<file path="src/rtl/tdm_mux8_pkg.sv">
// tdm_mux8_pkg: shared channel geometry and state encoding for the TDM mux/demux pair
package tdm_mux8_pkg;
    localparam int NUM_CH = 8;
    localparam int SLOT_W = 3;
    typedef enum logic {IDLE, RUN} state_t;
    function automatic logic slot_bit(input logic [NUM_CH-1:0] d, m, input logic [SLOT_W-1:0] s);
        return d[s] & m[s];
    endfunction
endpackage

</file>
<file path="src/rtl/tdm_mux8_if.sv">
// tdm_mux8_if: parallel-in / serial-out TDM bus between the mux and its demux side
interface tdm_mux8_if;
    import tdm_mux8_pkg::*;
    logic en;
    logic [NUM_CH-1:0] D;
    logic [NUM_CH-1:0] ch_mask;
    logic I;
    logic [SLOT_W-1:0] S;
    logic valid;
    logic frame_start;
    logic busy;
    modport master (input en, D, ch_mask, output I, S, valid, frame_start, busy);
    modport slave (output en, D, ch_mask, input I, S, valid, frame_start, busy);
endinterface

</file>
<file path="src/rtl/tdm_slot_counter.sv">
// tdm_slot_counter: holds each slot SLOT_CYCLES cycles and steps the slot index
module tdm_slot_counter import tdm_mux8_pkg::*; #(
    parameter int SLOT_CYCLES = 1
) (
    input  logic              clk,
    input  logic              rst,
    input  logic              adv,
    output logic [SLOT_W-1:0] S,
    output logic              slot_last,
    output logic              frame_last
);
    localparam int CNT_W = SLOT_CYCLES > 1 ? $clog2(SLOT_CYCLES) : 1;
    logic [CNT_W-1:0] cnt;
    // terminal-count decode of the cycle counter and the slot index
    always_comb begin
        slot_last = cnt == CNT_W'(SLOT_CYCLES - 1);
        frame_last = slot_last && S == SLOT_W'(NUM_CH - 1);
    end
    // counter sits at zero when not advancing; slot index wraps 7 -> 0 on its own
    always_ff @(posedge clk or posedge rst) begin
        if (rst) begin
            cnt <= '0;
            S <= '0;
        end else begin
            cnt <= adv && !slot_last ? cnt + 1'b1 : '0;
            S <= adv && slot_last ? S + 1'b1 : S;
        end
    end
endmodule

</file>
<file path="src/rtl/tdm_mux8.sv">
// tdm_mux8: 8-channel time-division multiplexer with per-frame snapshot and channel mask
module tdm_mux8 import tdm_mux8_pkg::*; #(
    parameter int SLOT_CYCLES = 1
) (
    input logic         clk,
    input logic         rst,
    tdm_mux8_if.master  bus
);
    state_t state, state_nxt;
    logic [NUM_CH-1:0] snap_d, snap_m, d_nxt, m_nxt;
    logic [SLOT_W-1:0] s, s_nxt;
    logic slot_last, frame_last, take;
    tdm_slot_counter #(.SLOT_CYCLES(SLOT_CYCLES)) u_cnt (
        .clk(clk),
        .rst(rst),
        .adv(state == RUN),
        .S(s),
        .slot_last(slot_last),
        .frame_last(frame_last)
    );
    assign bus.S = s;
    // a new snapshot is taken from IDLE or back-to-back at the end of a frame
    always_comb begin
        take = bus.en && (state == IDLE || frame_last);
        state_nxt = take ? RUN : frame_last ? IDLE : state;
        d_nxt = take ? bus.D : snap_d;
        m_nxt = take ? bus.ch_mask : snap_m;
        s_nxt = state == RUN && slot_last ? s + 1'b1 : s;
    end
    // outputs are registered from next-state values so I/valid line up with S
    always_ff @(posedge clk or posedge rst) begin
        if (rst) begin
            state <= IDLE;
            snap_d <= '0;
            snap_m <= '0;
            bus.I <= 1'b0;
            bus.valid <= 1'b0;
            bus.frame_start <= 1'b0;
            bus.busy <= 1'b0;
        end else begin
            state <= state_nxt;
            snap_d <= d_nxt;
            snap_m <= m_nxt;
            bus.I <= state_nxt == RUN && slot_bit(d_nxt, m_nxt, s_nxt);
            bus.valid <= state_nxt == RUN && m_nxt[s_nxt];
            bus.frame_start <= take;
            bus.busy <= state_nxt == RUN;
        end
    end
endmodule

</file>
<file path="src/flat_wrapper.sv">
// flat-port wrapper written by rule: the top's interface ports become plain ports
module tdm_mux8_flat import tdm_mux8_pkg::*;
#(
    parameter int SLOT_CYCLES = 1
)
  (clk, rst, bus_en, bus_D, bus_ch_mask, bus_I, bus_S, bus_valid, bus_frame_start, bus_busy);
  tdm_mux8_if bus_i ();
  input logic clk;
  input logic rst;
  input wire logic [$bits(bus_i.en)-1:0] bus_en;
  input wire logic [$bits(bus_i.D)-1:0] bus_D;
  input wire logic [$bits(bus_i.ch_mask)-1:0] bus_ch_mask;
  output wire logic [$bits(bus_i.I)-1:0] bus_I;
  output wire logic [$bits(bus_i.S)-1:0] bus_S;
  output wire logic [$bits(bus_i.valid)-1:0] bus_valid;
  output wire logic [$bits(bus_i.frame_start)-1:0] bus_frame_start;
  output wire logic [$bits(bus_i.busy)-1:0] bus_busy;
  assign bus_i.en = bus_en;
  assign bus_i.D = bus_D;
  assign bus_i.ch_mask = bus_ch_mask;
  assign bus_I = bus_i.I;
  assign bus_S = bus_i.S;
  assign bus_valid = bus_i.valid;
  assign bus_frame_start = bus_i.frame_start;
  assign bus_busy = bus_i.busy;
  tdm_mux8 #(.SLOT_CYCLES(SLOT_CYCLES)) u_core (.clk(clk), .rst(rst), .bus(bus_i));
endmodule
</file>
<file path="config.mk">
export PLATFORM = sky130hd
export DESIGN_NAME = tdm_mux8_flat
export DESIGN_NICKNAME = d
export VERILOG_FILES = /design/src/rtl/tdm_mux8_pkg.sv /design/src/rtl/tdm_mux8_if.sv /design/src/rtl/tdm_slot_counter.sv /design/src/rtl/tdm_mux8.sv /design/src/flat_wrapper.sv
export SDC_FILE = /design/constraint.sdc
export NUM_CORES = 1
export LEC_CHECK = 0
export CELL_PAD_IN_SITES_DETAIL_PLACEMENT = 1
export CELL_PAD_IN_SITES_GLOBAL_PLACEMENT = 1
export CORE_MARGIN = 5
export CORE_UTILIZATION = 43
export CTS_CLUSTER_SIZE = 20
export DETAILED_ROUTE_END_ITERATION = 16
export PLACE_DENSITY_LB_ADDON = 0.1
export SETUP_SLACK_MARGIN = 0.15
export SYNTH_ARGS = -nofsm -noshare
export SYNTH_HDL_FRONTEND = slang
export SYNTH_SLANG_ARGS = --single-unit
export TNS_END_PERCENT = 50
</file>
<file path="constraint.sdc">
create_clock -name clk -period 5.95 [get_ports clk]
set_input_delay 1.4875 -clock clk [delete_from_list [all_inputs] [get_ports clk]]
set_output_delay 1.4875 -clock clk [all_outputs]
set_load 0.01 [all_outputs]
</file>
# After elaboration in Yosys (flattened, before gate mapping)
# Cells that the tools add are included.
# classes
n_addsub,2
magnitude_cmp,1
n_eq_ne,1
n_mux,10
n_bitwise,3
reduce_logical,7
# ops
op,n
8-bit two-way mux,2
1-bit binary-select mux with 3-bit select,2
1-bit logical AND,6
1-bit two-way mux,5
"3-bit by 4-bit less-than comparator with 1-bit output, second input constant",1
"3-bit by 1-bit adder with 3-bit output, second input constant",1
"3-bit equality test, second input constant",1
3-bit two-way mux,1
1-bit NOT,2
"1-bit adder, second input constant",1
1-bit bitwise AND,1
1-bit logical OR,1
# word_totals
ff_bits,24
inputBits,19
elab_cells,32

# Depth between registers and ports, before layout
# depth
depth_word,9
depth_mapped,9
ltp_nobuf,8

# By module
# From an unflattened synthesis, not the netlist that was laid out.
# hier_totals
cells_unflattened,101
hier_area_um2,1317.5
# modules_own_cells
mod,n_inst,cells_each,area_per_inst_um2,seq_area_each_um2
tdm_mux8,1,87,1119.8,500.5
tdm_slot_counter,1,14,197.7,100.1

# Worst setup path after synthesis
# OpenSTA, ideal clock, no wires.
# synth_path
path_kind,input to register
start,input bus_en
end,register u_core.snap_d[0]
arrival_time_ns,2.560
required_ns,5.825
setup_slack_ns,3.265
path_stages,5
path_buffers,3
path_cell_list,o21a_1 -> buf_2 -> buf_2 -> buf_2 -> mux2_2
# synth_via
elab_chain_cells,2
# synth_rtl
item,line,rtl
"start, declared",flat_wrapper.sv:10,input wire logic [$bits(bus_i.en)-1:0] bus_en;
1-bit logical AND,tdm_mux8.sv:24,take = bus.en && (state == IDLE || frame_last);
via u_core.take,tdm_mux8.sv:12,"logic slot_last, frame_last, take;"
8-bit two-way mux,tdm_mux8.sv:26,d_nxt = take ? bus.D : snap_d;
via u_core.d_nxt[0],tdm_mux8.sv:10,"logic [NUM_CH-1:0] snap_d, snap_m, d_nxt, m_nxt;"
"end signal, assigned",tdm_mux8.sv:42,snap_d <= d_nxt;
"end, declared",tdm_mux8.sv:10,
# The timed path passes the listed nets, and every way through them passes these cells.

# Worst setup path in the final report
# layout_path
start,input bus_en
end,register u_core.bus.I
# layout_via
elab_chain_cells,6
word_cells_on_any_way,10
classes_between,7 x mux; 1 x bitwise; 2 x reduce/logical
# layout_rtl
item,line,rtl
1-bit logical AND (*),tdm_mux8.sv:24,
"8-bit two-way mux, on equally long branches","tdm_mux8.sv:26, tdm_mux8.sv:27",
1-bit binary-select mux with 3-bit select,tdm_mux8_pkg.sv:7,return d[s] & m[s];
1-bit two-way mux (not written as such),tdm_mux8_pkg.sv:7,
1-bit bitwise AND,tdm_mux8_pkg.sv:7,
1-bit logical AND (*),tdm_mux8.sv:44,"bus.I <= state_nxt == RUN && slot_bit(d_nxt, m_nxt, s_nxt);"
"end signal, assigned",tdm_mux8.sv:44,
"end, declared",tdm_mux8_if.sv:12,"modport master (input en, D, ch_mask, output I, S, valid, frame_start, busy);"
# Mark *: on every way between the ends. The rest lies on a longest branch, timed or not. The select of a mux whose other input is x is not followed.

==> run summary <==
The path depth of the worst reg2reg path is 9, and the post-layout instance count excluding filler cells is 181. The number of enable-type register cells in the synthesized netlist was 0. The share of synthesized flip-flops with an asynchronous set or reset works out to 100%. Using the TritonRoute via totals, the vias-per-cell ratio works out to 5.44. The run gives 36.1% as the relative max-transition margin. The clock net in this run drives a total of 24 sinks. Among all flip-flop cells after synthesis, the most frequent one is sky130_fd_sc_hd__dfrtp_1.

The horizontal die dimension works out to 65.7 µm. In this run the mean area of a mapped cell was 11.8 µm². At the worst endpoint, the required time is 6.17 ns. STA classifies the critical path endpoint as a register.

The tree is rooted in a sky130_fd_sc_hd__clkbuf_4. The floorplan has 20 rows. Static timing analysis puts the maximum clock frequency at 314 MHz. Flip-flop and latch count after synthesis: 24.

The class of the tightest hold or removal check was reg2reg. For this design the static power due to leakage is 0.705 nW. The congestion estimate from routability-driven global placement came to 0.704. The setup-violating endpoint count in the final report was 0; the final count of pins violating max slew was 0.

Clock network latency to the later pin of the worst-skew pair: 0.32 ns. The area growth from synthesis to layout works out to 23.7%. The tools report the iteration-0 DRC count of the detailed router as 36.

Buffers added to address setup during post-CTS repair amount to 0. The first TritonRoute pass finished after 3 iterations. The flow ran to the end, and the final reports show no timing, DRC or antenna violations. For this run the aggregate overflow at the end of global routing stands at 0.

The post-synth design cell area was 1340 µm²; the accumulated negative setup slack was 0 ns. For this run, the number of Yosys warnings is 0. Final worst setup slack: 2.77 ns. The post-place instance area is 1600 µm², and the total routing resource utilization after global routing is 15.3%. The number of levels the H-tree was split into was 1; the number of design rule violations left after detail routing was 0.

The maximum vdd drop was 0.217 mV; the worst setup skew after layout was 0.00951 ns. In this run the count of I/O pins placed on the die edge is 26. The tools report the startpoint kind of the worst setup timing path as an input port. The fraction of final layout cells sized beyond drive strength 1 was 23.4%; the net total in the final layout was 159. After detailed routing, the average wire length per cell comes to 16.6 µm. In the synthesized netlist, the number of instances is 113. Synthesis produced a netlist with a net count of 134. The cell area power density was 510 nW/µm²; the final core utilization was 54.5%. The number of port buffers was 25; the area of the placeable core was 3030 µm². Once placement completed, the tool counted placed cells totaling 177.

With fillers left out, the area of the finished cells amounts to 1650 µm². The repair_antennas step left the layout with diodes totalling 0. In this run the worst path has a maximum fanout of 29. The logs give 0 for the number of hold violations in the final report and 1,063 for the number of global-route vias before repair. The max-cap violation count was 0; the initial antenna violation count was 0. Pin slew with the least headroom to its limit: 0.957 ns.

Across all layers, the routed design uses 985 vias. Buffers inserted during clock tree synthesis total 3. The vertical die dimension is 65.7 µm. Sequential cells were found to cover 45.0% of the synthesized design area.

The critical path is of the in2reg type. The number of library cell types mapped by synthesis was 30; the total of hold buffers inserted after clock tree synthesis was 0. The final critical path takes up 53.5% of the cycle. Timing analysis after detailed placement gives a worst setup slack of 2.40 ns. The filler cells instantiated in the layout total 324.

The routed design has 3010 µm of wire. The logs give 4970 µm for the global-route wire length before repair and 0 for the remaining number of nets flagged by the antenna check after routing. TritonCTS built the clock tree. For this configuration, the core starts out at a cell density of 44.1%.

The worst-case clock buffer depth was 2; the pin count of the biggest net entering global routing was 30. Cell count of the worst hold path: 1. Setup repair after global routing left no endpoint under its margin. Counting I/O delays and the setup requirement, the final critical path takes 3.18 ns. After clock tree synthesis, the clock-pin slew on the worst setup and hold paths is 0.14 ns. The die covers 4320 µm². The number of gates resized after CTS was 0. The run gives 2210 µm as the half-perimeter wire length after detailed placement. For the worst setup path, the data arrival time is 3.40 ns.
[cell usage in the layout (no fill, tap or decap), types with 2 or more instances in the layout]
| master | count |
|---|---|
| sky130_fd_sc_hd__a31oi_1 | 5 |
| sky130_fd_sc_hd__and4bb_2 | 2 |
| sky130_fd_sc_hd__nor2_1 | 6 |
| sky130_fd_sc_hd__clkbuf_4 | 3 |
| sky130_fd_sc_hd__inv_1 | 6 |
| sky130_fd_sc_hd__clkdlybuf4s50_1 | 25 |
| sky130_fd_sc_hd__mux2i_1 | 6 |
| sky130_fd_sc_hd__nand2_1 | 8 |
| sky130_fd_sc_hd__dfrtp_1 | 24 |
| sky130_fd_sc_hd__a21oi_1 | 7 |
| sky130_fd_sc_hd__mux2_2 | 18 |
| sky130_fd_sc_hd__nand2b_1 | 2 |
| sky130_fd_sc_hd__a221oi_1 | 4 |
| sky130_fd_sc_hd__nor3_1 | 2 |
| sky130_fd_sc_hd__ha_1 | 2 |
[final cells by class]
class,instances,area [µm²],share of cell area (%)
inverter,7,26.3,1.59
timing repair buffer,26,258,15.6
sequential,24,601,36.4
tap,44,55.1,3.33
clock buffer,3,22.5,1.36
clock inverter,1,30.0,1.82
multi-input combinational,76,659,39.9
[per-layer routing]
layer	vias to the layer above	global-route usage [%]	part of all wire, %
li1	462	-	-
met1	499	18.4	42
met2	18	26.2	52
met3	6	3.42	4.0
met4	0	6.48	2.0
met5	-	0	0
[registers in the layout, summed over array words and instances, names as in the netlist]
signal / cells
u_core.bus.frame_start: 1
u_core.u_cnt.cnt: 1
u_core.snap_d: 8
u_core.u_cnt.S: 3
u_core.bus.valid: 1
u_core.snap_m: 8
u_core.state: 1
u_core.bus.I: 1
[cell usage after synthesis (all sizes together), types with 2 or more instances]
master	count	area, µm²
a21oi	7	35.0
a221oi	4	35.0
a31oi	5	31.3
a32o	2	21.3
and4bb	2	25.0
buf	6	48.8
dfrtp	24	601
ha	2	25.0
inv	7	26.3
mux2	18	203
mux2i	6	60.1
nand2	9	36.3
nand2b	2	12.5
nor2	6	22.5
nor3	2	10.0
[power breakdown]
part           switching, W  internal (W)  total (W)
registers         0.0000552      0.000238   0.000293
logic              0.000207      0.000223   0.000430
clock network     0.0000522     0.0000682   0.000120
[worst paths after layout]
kind	startpoint	end	slack, ns
min in group asynchronous	rst	u_core.snap_d[0]	1.66
hold reg to reg	u_core.snap_m[1]	u_core.snap_m[1]	0.53
setup reg to reg	u_core.u_cnt.S[0]	u_core.bus.I	3.35
setup / recovery	bus_en	u_core.bus.I	2.77
max in group asynchronous	rst	u_core.state	3.70
hold / removal	u_core.snap_m[1]	u_core.snap_m[1]	0.53
[cells by family after synthesis]
logic type	after synthesis	share of synthesized area, %
AOI/OAI and AO/OA	22	11.9
xor gates and xnor gates	1	2.06
adders and majority gates	2	1.87
buffers and inverters	13	5.62
DFF	24	45.0
muxes	25	21.6
other	1	0.281
and+or+nand+nor	25	11.6
[stage by stage]
| stage | hold WS (ns) | power (W) |
|---|---|---|
| after floorplan | 0.472 | 0.000614 |
| after global placement | 0.482 | 0.000704 |
| after detailed placement | 0.500 | 0.000731 |
| after CTS | 0.531 | 0.000854 |
| after global routing | 0.545 | 0.000898 |
| final | 0.525 | 0.000843 |
[worst max-delay path, cell delays in order]
cell and delay [ns]:
sky130_fd_sc_hd__clkdlybuf4s50_1 0.50, sky130_fd_sc_hd__o21a_1 0.13, sky130_fd_sc_hd__buf_4 0.31, sky130_fd_sc_hd__mux4_1 0.60, sky130_fd_sc_hd__nor2_1 0.18, sky130_fd_sc_hd__nor4_4 0.07
sky130_fd_sc_hd__o41a_1 0.11
(Power assumes the default switching activity.)
==> edit 1, RTL diff (same settings) <==
The package constant `NUM_CH` goes from 8 to 9.
--- a/src/rtl/tdm_mux8_pkg.sv
+++ b/src/rtl/tdm_mux8_pkg.sv
@@ -1,6 +1,6 @@
 // tdm_mux8_pkg: shared channel geometry and state encoding for the TDM mux/demux pair
 package tdm_mux8_pkg;
-    localparam int NUM_CH = 8;
+    localparam int NUM_CH = 9;
     localparam int SLOT_W = 3;
     typedef enum logic {IDLE, RUN} state_t;
     function automatic logic slot_bit(input logic [NUM_CH-1:0] d, m, input logic [SLOT_W-1:0] s);
Ports: changed (resized bus_D and bus_ch_mask); port bits go from 26 to 28. The function was not compared with the original's and may differ.
==> edit 1 against the unedited design <==
Total power fell by 12%; critical endpoint unchanged; worst setup slack worse by 64 ps; register-to-register slack lost 150 ps; area after synthesis down 8.4%; routed wire length fell by 20%; synthesized cell count decreased by 15%; final area shrank 8.0%; clock skew is 7.8 ps lower; sequential cell count unchanged; count of clock-buffer cells in the layout unchanged.
==> edit 1: results (changes against the unedited design) <==
Final layout
  • Nets: 146 (-8.2%)
  • Filler cells: 295 (-9.0%)
  • Fraction of layout cells with a size suffix above 1: 0.2397 (+0.006093)
  • Largest regs: u_core.snap_d: 8 flops, u_core.snap_m: 8 flops, u_core.u_cnt.S: 3 flops

Placement
  • GPL Wtd Cong: 0.6882 (-2.2%)
  • PortBufs: 25 (unchanged)
  • HPWL Detailed: 1.837 mm (-17%)

Worst setup path
  • Worst Path Max Fanout: 27 (-6.9%)
  • Kind of cell adding the most delay to the critical path: compound AO/OA/AOI/OAI gates
  • Arrival time at the worst endpoint: 3450 ps (+50 ps)
  • Worst-path cell with the longest stage delay: clkdlybuf4s50_1
  • CP peak stage delay: 470 ps (-130 ps)

Clock network
  • CTS Buffer Depth: 2 (unchanged)
  • Clk_lat worst skew: 310 ps
  • Root Driver: clkbuf_4
  • Postcts setup bufs: 0 (unchanged)
  • Max H-tree Level: 1 (unchanged)
  • Clock-pin slew on the worst setup and hold paths: 120 ps (-20 ps)
  • PostCTS Resize Cnt: 0 (unchanged)

Logic synthesis
  • Async set or reset register ratio after synthesis: 1.000 (unchanged)
  • Post-synthesis net count: 119 (-11%)
  • Post-synth top area share: 0.4913 (+0.04144)
  • Top post-synthesis cells by area: dfrtp_1 49%, mux2_2 14%, mux2i_1 6.6%
  • Most frequent cells after synthesis: 24 x dfrtp_1, 15 x mux2_2, 8 x a211oi_1, 8 x mux2i_1, 5 x inv_1
  • Register area share after synthesis: 0.4913 (+0.04144)
  • YS warnings: 0 (unchanged)
  • Library cells used by synthesis: 28 (-6.7%)

Run status
  • Status: complete, no violations

Global route
  • Pin count of the biggest net entering global routing: 28 (-6.7%)
  • First-pass GRT wire length: 4.284 mm (-14%)
  • GRT Total Usage: 0.1352 (-0.01808)
  • Antenna violations before repair: 0 (unchanged)
  • Vias in the first global route: 906 (-15%)

Power
  • Flop pwr share: 0.374 (+0.027)
  • Max IR drop VDD: 0.2881 mV (+33%)
  • NetSw: 274.0 µW (-13%)
  • Clock power share: 0.095 (-0.048)
  • Leak Pwr: 0.6748 nW (-4.3%)

Timing
  • Clock skew: 1.734 ps (-7.779 ps)
  • Rel. slew slack: 0.3986 (+0.03762)

Route
  • Drt pass-1 iters: 3 (unchanged)
  • Vias: 810 (-18%)
  • Routed len/inst: 15.92 µm (-4.3%)
  • DR iter-0 viols: 22 (-39%)

Floorplan
  • Die ar.: 4009 µm² (-7.2%)
[edit 1: final cells by class]
class,instances,area share
clock buffers,3,0.01481
inverters,8,0.01975
multi-input cells,61,0.3802
flip-flops and latches,24,0.3951
well taps,31,0.02551
repair buffers,25,0.1646
[edit 1: per-layer routing]
layer | track usage | vias to the layer above | wire [µm]
met5 | 0 | - | 0
met4 | 0.04675 | 0 | 19
met3 | 0.03730 | 2 | 125
met2 | 0.2297 | 19 | 1229
met1 | 0.1626 | 397 | 1046
li1 | - | 392 | -
[edit 1: path summary, 6_finish.rpt]
path,to,slack (ps),depth (start not counted),startpoint
max,u_core.bus.I,2700,7,bus_en
min,u_core.snap_m[3],510,1,u_core.snap_m[3]
max reg2reg,u_core.bus.I,3200,9,u_core.u_cnt.S[0]
min reg2reg,u_core.snap_m[3],510,1,u_core.snap_m[3]
max in group asynchronous,u_core.snap_m[7],3750,2,rst
min in group asynchronous,u_core.u_cnt.S[0],1650,2,rst
[edit 1: kinds of logic after synthesis]
| logic type | share of synthesized area |
|---|---|
| AOI/OAI and AO/OA | 0.1228 |
| xor gates and xnor gates | 0.02969 |
| adders and majority gates | 0.02047 |
| buffers and inverters | 0.03582 |
| DFF | 0.4913 |
| muxes | 0.2160 |
| other | 0.003068 |
| and+or+nand+nor | 0.08086 |
[edit 1: metrics by stage]
stage	hold WS (ps)	area (µm²)	total power, mW	setup WS (ps)	instances
finish	508.9	1520	0.7443	2704	152
global route	531.8	1520	0.8102	2565	152
CTS	514.1	1520	0.7601	2691	152
detailed placement	484.4	1498	0.6869	2356	149
global placement	475.9	1498	0.6696	2415	149
floorplan	464.3	1222	0.5670	3179	96
==> edit 2, RTL diff (same flow settings) <==
Without the edit above. Reset style: synchronous (`rst`), changed in 2 clocked blocks.
--- a/src/rtl/tdm_slot_counter.sv
+++ b/src/rtl/tdm_slot_counter.sv
@@ -17,7 +17,7 @@
         frame_last = slot_last && S == SLOT_W'(NUM_CH - 1);
     end
     // counter sits at zero when not advancing; slot index wraps 7 -> 0 on its own
-    always_ff @(posedge clk or posedge rst) begin
+    always_ff @(posedge clk) begin
         if (rst) begin
             cnt <= '0;
             S <= '0;
--- a/src/rtl/tdm_mux8.sv
+++ b/src/rtl/tdm_mux8.sv
@@ -28,7 +28,7 @@
         s_nxt = state == RUN && slot_last ? s + 1'b1 : s;
     end
     // outputs are registered from next-state values so I/valid line up with S
-    always_ff @(posedge clk or posedge rst) begin
+    always_ff @(posedge clk) begin
         if (rst) begin
             state <= IDLE;
             snap_d <= '0;
Behaviour: differs if rst is asserted again (counterexample within 4 cycles, from zero or initial values and one cycle with rst high); with rst held inactive, the same outputs for 10 cycles.
==> edit 2 against the unedited design <==
Final cell count grew 13%; hold slack worse by 62 ps; worst setup slack better by 41 ps; register-to-register slack worse by 270 ps; final area is 4.5% lower; die area fell by 3.2%; area after synthesis shrank 3.7%; critical path type unchanged; routed wire length grew 5.7%; sequential share of layout area down 5.9 points; largest cell class unchanged; sequential cell count is the same; synthesized cell count is 35% higher.
Power is not compared: it rests on default switching activity, and its combinational part moved more than twofold at a synthesized area within 25%.
==> edit 2: results (changes against the unedited design) <==
Worst setup path
  • Worst-path cell with the longest stage delay: mux4_2
  • Worst Path Max Fanout: 22 (-24%)
  • CP peak stage delay: 530 ps (-70 ps)

Global route
  • Met2 GRT Util: 0.2899 (+0.02837)
  • Pin count of the biggest net entering global routing: 25 (-17%)
  • Vias in the first global route: 1145 (+7.7%)
  • Met3 usage: 0.03454 (+0.0003543)
  • GRT Total Usage: 0.1703 (+0.01703)

Final layout
  • Nets: 195 (+23%)
  • Filler cells: 341 (+5.2%)
  • Fraction of layout cells with a size suffix above 1: 0.08092 (-0.1527)

Route
  • DR iter-0 viols: 44 (+22%)
  • Via density: 5.559 (+2.1%)
  • Drt pass-1 iters: 4 (+1)
  • Wire length on met3: 98 µm (-18%)
  • Routed WL: 3.184 mm (+5.7%)
  • Routed len/inst: 15.61 µm (-6.2%)

Placement
  • Placed instance count: 200 (+13%)
  • Pre-CTS WS: 2453 ps (+55.70 ps)
  • GPL Wtd Cong: 0.7812 (+11%)
  • DP Area: 1540 µm² (-3.7%)

Run status
  • Status: complete, no violations

Logic synthesis
  • Library cells used by synthesis: 40 (+33%)
  • Xor/xnor share of the synthesized area: 0.01363 (-0.006987)
  • Register area share after synthesis: 0.3739 (-0.07595)
  • Mux share of post-synthesis cell area: 0.1149 (-0.1016)
  • Mapped Cells: 152 (+35%)
edit 2: cell count changes after synthesis, moves of 3 or more:
cell and change:
o211a_1 +3, clkbuf_1 +5, buf_6 -3, mux2_2 -16, a21oi_1 +9, nand2_1 +20, dfxtp_1 +24, nand3_1 +3
dfrtp_1 -24, a221oi_1 -4, nor2b_1 +5, nor3b_1 +5, nor2_1 +3
edit 2: worst paths after layout:
path | from | depth (start not counted) | slack (ps) | end
worst max-delay path | bus_en | 7 | 2810 | u_core.bus.I
worst min-delay path | u_core.snap_m[0] | 2 | 460 | u_core.snap_m[0]
worst max register to register | u_core.u_cnt.S[0] | 6 | 3080 | u_core.bus.I
worst min register to register | u_core.snap_m[0] | 2 | 460 | u_core.snap_m[0]
edit 2: final cells by class:
type                            instances  share of cell area
Sequential cell                        24              0.3048
Multi-Input combinational cell        114              0.4698
Tap cell                               31             0.02460
Inverter                                4            0.009524
Timing Repair Buffer                   27              0.1683
Clock buffer                            4             0.02302
